File: config.mk
export PLATFORM = sky130hd
export DESIGN_NAME = dct_8_stage_6_serialize
export DESIGN_NICKNAME = d
export VERILOG_FILES = /design/src/rtl/dct_8_stage_6_serialize.sv
export SDC_FILE = /design/constraint.sdc
export NUM_CORES = 1
export LEC_CHECK = 0
export ABC_AREA = 1
export CELL_PAD_IN_SITES_DETAIL_PLACEMENT = 1
export CELL_PAD_IN_SITES_GLOBAL_PLACEMENT = 1
export CORE_ASPECT_RATIO = 1.25
export CORE_MARGIN = 2
export CORE_UTILIZATION = 30
export CTS_BUF_LIST = sky130_fd_sc_hd__clkbuf_16
export DETAILED_ROUTE_END_ITERATION = 10
export MAX_ROUTING_LAYER = met4
export PLACE_DENSITY = 0.72
export SYNTH_ARGS = -nofsm -noshare
export SYNTH_HDL_FRONTEND = slang
export SYNTH_SLANG_ARGS = --single-unit
File: constraint.sdc
create_clock -name clk -period 2.2 [get_ports clk]
set_input_delay 0.44 -clock clk [delete_from_list [all_inputs] [get_ports clk]]
set_output_delay 0.44 -clock clk [all_outputs]
set_load 0.02 [all_outputs]
File: src/rtl/dct_8_stage_6_serialize.sv
// dct_8_stage_6_serialize
// Output stage of the 8-point DCT pipeline. Buffers one 512-bit vector of
// eight signed 64-bit coefficients and streams them out one per cycle in
// natural frequency order (word n comes from lane bitrev(n)) over a 64-bit
// valid/ready interface. This stage is the backpressure point for the
// always-ready stages upstream.
//
// Optional feature: define DCT_8_STAGE_6_ROUND_EN to apply a round-half-up
// arithmetic right shift by SHIFT to every emitted word.
module dct_8_stage_6_serialize #(
   parameter int SHIFT = 3
) (
   input  logic         clk,
   input  logic         rst,
   input  logic [511:0] i_data_in,
   input  logic         i_valid,
   output logic         i_ready,
   output logic [63:0]  o_data_out,
   output logic [2:0]   o_index,
   output logic         o_last,
   output logic         o_valid,
   input  logic         o_ready
);

   typedef enum logic {
      IDLE = 1'b0,
      EMIT = 1'b1
   } state_t;

   state_t       state_reg, state_next;
   logic [2:0]   cnt_reg, cnt_next;
   logic [511:0] buf_reg;
   logic         load;
   logic         acc;
   logic         xfer;

   logic [63:0]  lane [8];
   logic [2:0]   lane_sel;
   logic [63:0]  sel_word;

   // Out-of-range shift amounts have no meaning; this block only marks them.
   if (SHIFT < 0 || SHIFT > 16) begin : g_shift_out_of_range
   end

   // Split the buffered vector into its eight coefficient lanes.
   for (genvar gi = 0; gi < 8; gi++) begin : g_lane
      assign lane[gi] = buf_reg[64*gi +: 64];
   end

   // Handshakes. A new vector is taken only when the buffer is empty or the
   // final word is leaving this very cycle (zero-bubble reload).
   assign i_ready = !rst && ((state_reg == IDLE) ||
                             (cnt_reg == 3'd7 && o_ready));
   assign acc     = i_valid && i_ready;
   assign o_valid = (state_reg == EMIT);
   assign xfer    = o_valid && o_ready;
   assign o_last  = o_valid && (cnt_reg == 3'd7);
   assign o_index = cnt_reg;

   // Word n is drawn from lane bitrev(n); cnt stays 0 in IDLE so lane 0 shows.
   assign lane_sel = {cnt_reg[0], cnt_reg[1], cnt_reg[2]};
   assign sel_word = lane[lane_sel];

`ifdef DCT_8_STAGE_6_ROUND_EN
   // Half an LSB of the shifted result; zero when no shift is applied.
   localparam logic signed [64:0] RND = (SHIFT > 0) ? (65'sd1 <<< (SHIFT - 1)) : 65'sd0;
   logic signed [64:0] rnd_sum;

   // Sign-extend to 65 bits so the rounding add cannot overflow.
   assign rnd_sum    = $signed({sel_word[63], sel_word}) + RND;
   assign o_data_out = 64'(rnd_sum >>> SHIFT);
`else
   assign o_data_out = sel_word;
`endif

   // Next-state logic: load control, word counter and IDLE/EMIT sequencing.
   always_comb begin
      state_next = state_reg;
      cnt_next   = cnt_reg;
      load       = 1'b0;
      case (state_reg)
         IDLE: begin
            if (acc) begin
               load       = 1'b1;
               cnt_next   = 3'd0;
               state_next = EMIT;
            end
         end
         EMIT: begin
            if (xfer) begin
               if (cnt_reg != 3'd7) begin
                  cnt_next = cnt_reg + 3'd1;
               end else begin
                  cnt_next = 3'd0;
                  if (acc) begin
                     load = 1'b1;
                  end else begin
                     state_next = IDLE;
                  end
               end
            end
         end
         default: begin
            state_next = IDLE;
            cnt_next   = 3'd0;
         end
      endcase
   end

   // State, counter and vector buffer registers.
   always_ff @(posedge clk) begin
      if (rst) begin
         state_reg <= IDLE;
         cnt_reg   <= 3'd0;
         buf_reg   <= '0;
      end else begin
         state_reg <= state_next;
         cnt_reg   <= cnt_next;
         if (load) begin
            buf_reg <= i_data_in;
         end
      end
   end

endmodule

==> flow_summary.toml, run 1 <==
[worst_setup_path]
timing.reg2reg.setup_slack_ps = 100
critPathMaxFanout = 8
cpMaxStageDelayCell = "sky130_fd_sc_hd__dfxtp_4"
max_stage_delay_ps = 460
startpoint_type = "flop"
endpoint_kind = "output port"
cpLargestDelayFamily = "buffers and inverters"
arrival_ps = 2170
path_cells = "inv_8, bufbuf_16, buf_4, nand2_1, nand3_2, nand2_2, nand2_2, nand2_2, buf_6"
critical-path-top-cell-by-count = "sky130_fd_sc_hd__nand2_2"
worstPathRequired_ps = 1760
critPathKind = "flop to output port"
critPathBufInv = 4

[layout]
nets = 5037
nFillCells = 10630
post_layout_nonfiller_instances = 5680
layout-drive-gt1-share = 0.1062
multi_input_area_um2 = 11980
flip_flop_count_of_the_largest_register_all_copies_and_words_added = 512
seqCellArea_um2 = 10340
flow.area_growth_from_synthesis_pct = 44.15

[yosys]
post_synth_inst_count = 4005
synthMostInstantiatedCell = "sky130_fd_sc_hd__nand2_1"
synth-edff-count = 0
post-synth-top-area-fraction = 0.4080
largest_family_of_logic_cells_by_synthesized_area = "simple AND/OR/NAND/NOR gates"
post_synth_xor_area_fraction = 0
async_reset_ff_frac = 0
netlist-cell-type-count = 14
synth.top_cells.by_count = "sky130_fd_sc_hd__nand2_1, sky130_fd_sc_hd__nand3_1, sky130_fd_sc_hd__inv_1"
muxShareOfSynthArea = 0
post_synth_and_or_nand_nor_area_fraction = 0.4544
post_synth_fa_ha_maj_area_fraction = 0.0009883
ys_warn_count = 0
cell_taking_the_most_area_after_synthesis = "sky130_fd_sc_hd__dfxtp_1"
mappedNetlistArea_um2 = 25320
sequential_element_share_of_the_synthesized_area = 0.4080
postSynth.topFlopCell = "sky130_fd_sc_hd__dfxtp_1"
synth_compound_gate_area_share = 0.001631
ys_seq_elements = 516
avgSynthCellArea_um2 = 6.322
synth.top_cells.by_area = "sky130_fd_sc_hd__dfxtp_1, sky130_fd_sc_hd__nand3_1, sky130_fd_sc_hd__nand2_1, sky130_fd_sc_hd__inv_1, sky130_fd_sc_hd__buf_2"
syn_nets = 4523

[route]
detailroute.wirelength.met3_um = 5174
detail_route.wirelength.met1_um = 52350
via_total_after_detailed_routing = 27740
routed.top_layer = "met4"
drt_first_iter_violations = 1709
route.detailed.drc = 0
first_pass_iters = 5
wl_met2_um = 53340
route.final.wire_length_um = 115200
avgViaCountPerCell = 4.884
drtAntennaViolNets = 0
avgRoutedWirePerCell_um = 20.28

[place]
detailed_place_hpwl_um = 82110
buffer_ports.inserted = 585
dpl_worst_slack_ps = -176.7
dpl.cell_count = 5507
gp_routability_congestion = 0.8854

[timing]
final_critical_delay_including_setup_and_external_delays_ps = 2613
skew_ps = 14.35
worst_slew_pin_slew_ps = 676.9
hold_viol = 0
final_min_period_over_clock_period = 1.188
maxSlewViolCount = 0
setup_viol_count_final = 66
final_critical_path_setup_slack_ps = -412.8
clock.fmax_mhz = 382.7
rsz0062_at_grt = "yes"
worst_slew_margin_rel = 0.5487

[pwr]
share_seq_of_total_power = 0.427
p_int_uw = 17340
fraction_of_power_consumed_by_the_clock_network = 0.400
power_switching_share = 0.2839
net_switching_power_uw = 6874
cellPowerDensity_nw_per_um2 = 663.4
combPwrFrac = 0.173
power.leakage_uw = 0.01768
worst_ir_drop_vdd_v = 0.0005883
finalPower_uw = 24210

[job]
number_of_maximum_capacitance_constraint_violations = 0

[floorplan]
floorplan.initialDensity = 0.3015
die_area_um2 = 86750
die_width_um = 263.8
coreArea_um2 = 83980
floorplan.die.height_um = 328.8
io-pin-count = 586
num_rows = 119

[clock_tree]
max-clock-path-buffers = 3
cts_tree = "built"
clock_sinks = 516
cts-htree-levels = 2
cts_buffers = 57
clkLatencyLatePin_ps = 640
hold_bufs_at_cts = 0
clk_root_buffer_cell = "sky130_fd_sc_hd__clkbuf_16"
cts.reportedPaths.clkPinSlew_ps = 60

[min_path]
hp-class = "input port to flop"

[global_routing]
gr-usage-all-layers = 0.2604
grt_pass1_wl_um = 169900
number_of_antenna_violations_at_the_first_check_in_global_routing = 27
via_count_of_the_first_global_routing_pass = 28130
gr-total-overflow = 0
grt_max_degree = 109

[run_status]
failed_checks = "setup timing"
outcome = "finished with violations"
## tightest hold or removal path, stage by stage
cell                      delay (ps)
sky130_fd_sc_hd__buf_8           130
sky130_fd_sc_hd__nand3_1          80
sky130_fd_sc_hd__nand2_1          50
## metal layers
layer / vias to the layer above / track usage
li1: 13640 / -
met1: 13270 / 0.3303
met2: 664 / 0.4153
met3: 166 / 0.04020
met4: 0 / 0.1035
met5: - / -
## what timing repair did
action | in CTS | in global routing
resized for setup | 464 | 65
pin swaps | 25 | 12
buffers inserted | 18 | 3
setup endpoints to repair | 249 | 91
gates cloned | 11 | 11
## power groups by stage
stage | Sequential [uW] | Combinational [uW] | Clock [uW]
2_1_floorplan | 10400 | 1860 | 0
3_3_place_gp | 10500 | 3970 | 0
3_5_place_dp | 10500 | 4000 | 0
4_1_cts | 10300 | 4090 | 9880
5_1_grt | 10400 | 4560 | 10200
6_report | 10300 | 4180 | 9680
## layout by cell type (no fill, tap or decap), types with 7 or more instances in the layout
cell type                         instances
sky130_fd_sc_hd__nand2_1               1236
sky130_fd_sc_hd__dfxtp_1                513
sky130_fd_sc_hd__nand3_2                 14
sky130_fd_sc_hd__buf_8                    9
sky130_fd_sc_hd__buf_12                  75
sky130_fd_sc_hd__buf_16                  18
sky130_fd_sc_hd__clkinv_2                 9
sky130_fd_sc_hd__nand2_2                111
sky130_fd_sc_hd__buf_4                   88
sky130_fd_sc_hd__buf_6                   52
sky130_fd_sc_hd__clkdlybuf4s50_1        514
sky130_fd_sc_hd__inv_1                  526
sky130_fd_sc_hd__diode_2                 26
sky130_fd_sc_hd__clkinv_1                14
sky130_fd_sc_hd__buf_2                    7
sky130_fd_sc_hd__clkbuf_16               69
sky130_fd_sc_hd__nand3_1               1269
## stage by stage
step | area (um2) | setup TNS (ps) | utilization | hold slack, ps
floorplan | 25320 | 0 | - | 442.8
global placement | 33210 | -4801 | 0.3955 | 450.5
detailed placement | 33210 | -6455 | 0.3955 | 456.6
CTS | 35930 | -23220 | 0.4279 | 66.01
global route | 36500 | -26550 | 0.4346 | 98.15
finish | 36500 | -20440 | 0.4346 | 104.0
## kinds of logic (layout without fill, tap and decap cells)
family | Yosys count | count (layout)
and+or+nand+nor | 2636 | 2636
buffers and inverters | 845 | 1405
DFF | 516 | 516
AOI/OAI and AO/OA | 6 | 6
adders and majority gates | 2 | 2
other | 0 | 26
## path summary, 6_finish.rpt
path / depth (start not counted) / end / startpoint
hold reg to reg: 2 / buf_reg[272] / buf_reg[272]
hold / removal: 3 / buf_reg[196] / i_valid
setup reg to reg: 10 / buf_reg[22] / o_index[2]
setup / recovery: 9 / o_data_out[31] / o_index[2]
## cell type report
type / instances / area share
Clock inverter: 46 / 0.009530
Timing Repair Buffer: 780 / 0.2451
Multi-Input combinational cell: 2644 / 0.3283
Antenna cell: 26 / 0.001783
Tap cell: 1089 / 0.03733
Clock buffer: 59 / 0.04045
Sequential cell: 516 / 0.2833
Inverter: 520 / 0.05413
(Power assumes the default switching activity.)
==> run 2: changes to the inputs <==
- CTS_CLUSTER_SIZE: not set -> 8
- GPL_TIMING_DRIVEN: not set -> 0
==> flow_summary.toml, run 2 (same netlist as run 1, synthesis figures left out) <==
[floorplan]
num_rows = 119
die_width_um = 263.8
die_area_um2 = 86750
coreArea_um2 = 83980
floorplan.die.height_um = 328.8
io-pin-count = 586
floorplan.initialDensity = 0.3015

[timing]
clock.fmax_mhz = 374.2
worst_slew_margin_rel = 0.5760
setup_viol_count_final = 65
maxSlewViolCount = 0
hold_viol = 0
final_min_period_over_clock_period = 1.215
holdWs_ps = 373.4
worst_slew_pin_slew_ps = 635.9
final_critical_path_setup_slack_ps = -472.3
rsz0062_at_grt = "yes"
skew_ps = 17.88
final_critical_delay_including_setup_and_external_delays_ps = 2672

[global_routing]
grt_max_degree = 11
via_count_of_the_first_global_routing_pass = 28940
number_of_antenna_violations_at_the_first_check_in_global_routing = 20
gr-total-overflow = 0
gr-usage-all-layers = 0.2938
grt_pass1_wl_um = 183500

[min_path]
hp-class = "input port to flop"
min_to = "buf_reg[119]"
hold_path_startpoint = "i_data_in[119]"
hold_path_stages = 3

[clock_tree]
cts_tree = "built"
clk_root_buffer_cell = "sky130_fd_sc_hd__clkbuf_16"
cts_buffers = 74
max-clock-path-buffers = 3
clkLatencyLatePin_ps = 630
cts-htree-levels = 3
clock_sinks = 516
cts.reportedPaths.clkPinSlew_ps = 50

[route]
first_pass_iters = 5
route.final.wire_length_um = 127900
drt_first_iter_violations = 1656
avgViaCountPerCell = 4.921
drtAntennaViolNets = 0
route.detailed.drc = 0
via_total_after_detailed_routing = 28530
avgRoutedWirePerCell_um = 22.07

[worst_setup_path]
critPathMaxFanout = 10
timing.reg2reg.setup_slack_ps = 30
reg2reg_to = "buf_reg[108]"
critical_path.reg2reg.startpoint = "o_index[1]"
startpoint_type = "flop"
worst_r2r_path_depth = 11
arrival_ps = 2230
worstPathRequired_ps = 1760
critPathKind = "flop to output port"
endpoint_kind = "output port"

[pwr]
worst_ir_drop_vdd_v = 0.0005007
power.leakage_uw = 0.01779
cellPowerDensity_nw_per_um2 = 692.0

[job]
number_of_maximum_capacitance_constraint_violations = 0

[place]
detailed_place_hpwl_um = 98450
gp_routability_congestion = 0.9149
buffer_ports.inserted = 585
dpl.cell_count = 5679

[run_status]
failed_checks = "setup timing"
outcome = "finished with violations"

[layout]
layout-drive-gt1-share = 0.1311
seqCellArea_um2 = 10340
commonest_non_fill_non_tap_cell_in_the_layout = "sky130_fd_sc_hd__nand3_1"
commonest_cells_after_routing_fill_and_taps_aside = "sky130_fd_sc_hd__nand3_1, sky130_fd_sc_hd__nand2_1, sky130_fd_sc_hd__inv_1"
post_layout_nonfiller_instances = 5797
flip_flop_count_of_the_largest_register_all_copies_and_words_added = 512
multi_input_area_um2 = 12200
nFillCells = 10760
nets = 5202
flow.area_growth_from_synthesis_pct = 44.01
run 2: cell count changes in the layout (fill, tap and decap cells not counted), moves of 15 or more:
| cell | change |
|---|---|
| sky130_fd_sc_hd__clkbuf_1 | +51 |
| sky130_fd_sc_hd__nand2_1 | -23 |
| sky130_fd_sc_hd__clkbuf_4 | +30 |
| sky130_fd_sc_hd__clkbuf_8 | +15 |
| sky130_fd_sc_hd__clkbuf_16 | +17 |
| sky130_fd_sc_hd__nand3_2 | +21 |
| sky130_fd_sc_hd__nand3_1 | -20 |
| sky130_fd_sc_hd__clkbuf_2 | +15 |
| sky130_fd_sc_hd__buf_2 | +119 |
| sky130_fd_sc_hd__buf_12 | -64 |
run 2: worst max path at each step:
stage                     startpoint              to  slack, ps
final                     o_index[2]   o_data_out[8]       -470
after global routing      o_index[2]   o_data_out[8]       -520
after CTS                 o_index[2]  o_data_out[42]       -480
after detailed placement  o_index[0]  o_data_out[48]      -1210
after global placement       i_valid    buf_reg[302]      -1270
after floorplan           o_index[1]         i_ready        230
run 2: power breakdown:
part	switching (uW)	internal [uW]
combinational	2440	1820
sequential	355	10000
clock	4400	6200
total	7200	18000
run 2: metal layers:
metal | routed length [um] | vias up | track usage
li1 | - | 13940 | -
met1 | 54790 | 13600 | 0.3572
met2 | 63120 | 814 | 0.4966
met3 | 6067 | 174 | 0.03511
met4 | 3961 | 0 | 0.1149
met5 | 0 | - | -
run 2: critical path, stage by stage, from the launching register on:
cell and delay [ps]:
sky130_fd_sc_hd__dfxtp_4 350, sky130_fd_sc_hd__buf_12 170, sky130_fd_sc_hd__inv_16 70, sky130_fd_sc_hd__buf_16 160
sky130_fd_sc_hd__buf_12 150, sky130_fd_sc_hd__nand2_1 50, sky130_fd_sc_hd__nand3_1 90, sky130_fd_sc_hd__nand2_2 160
sky130_fd_sc_hd__nand2_1 100, sky130_fd_sc_hd__nand2_2 120, sky130_fd_sc_hd__buf_4 140
run 2: layout make-up:
| class | instances | share of cell area |
|---|---|---|
| Antenna cell | 18 | 0.001235 |
| Buffer | 325 | 0.06640 |
| Clock buffer | 76 | 0.05216 |
| Clock inverter | 6 | 0.002539 |
| Inverter | 520 | 0.05398 |
| Multi-Input combinational cell | 2644 | 0.3347 |
| Sequential cell | 516 | 0.2836 |
| Tap cell | 1089 | 0.03737 |
| Timing Repair Buffer | 603 | 0.1681 |
run 2: per-stage QoR:
step	total power [uW]	TNS, ps	util	cell area, um2	setup slack [ps]
floorplan	12310	0	-	25320	226.2
global placement	14540	-464180	0.3875	32540	-1274
detailed placement	14610	-440660	0.3875	32540	-1212
CTS	25280	-61190	0.4234	35560	-481.8
global route	26160	-29930	0.4341	36460	-524.6
finish	25230	-25440	0.4342	36460	-472.3
run 2: what timing repair did:
action	CTS	global route
setup buffers	4	5
gates cloned	4	6
pin swaps	28	40
setup endpoints to repair	582	540
hold buffers	0	0
resized for setup	698	237
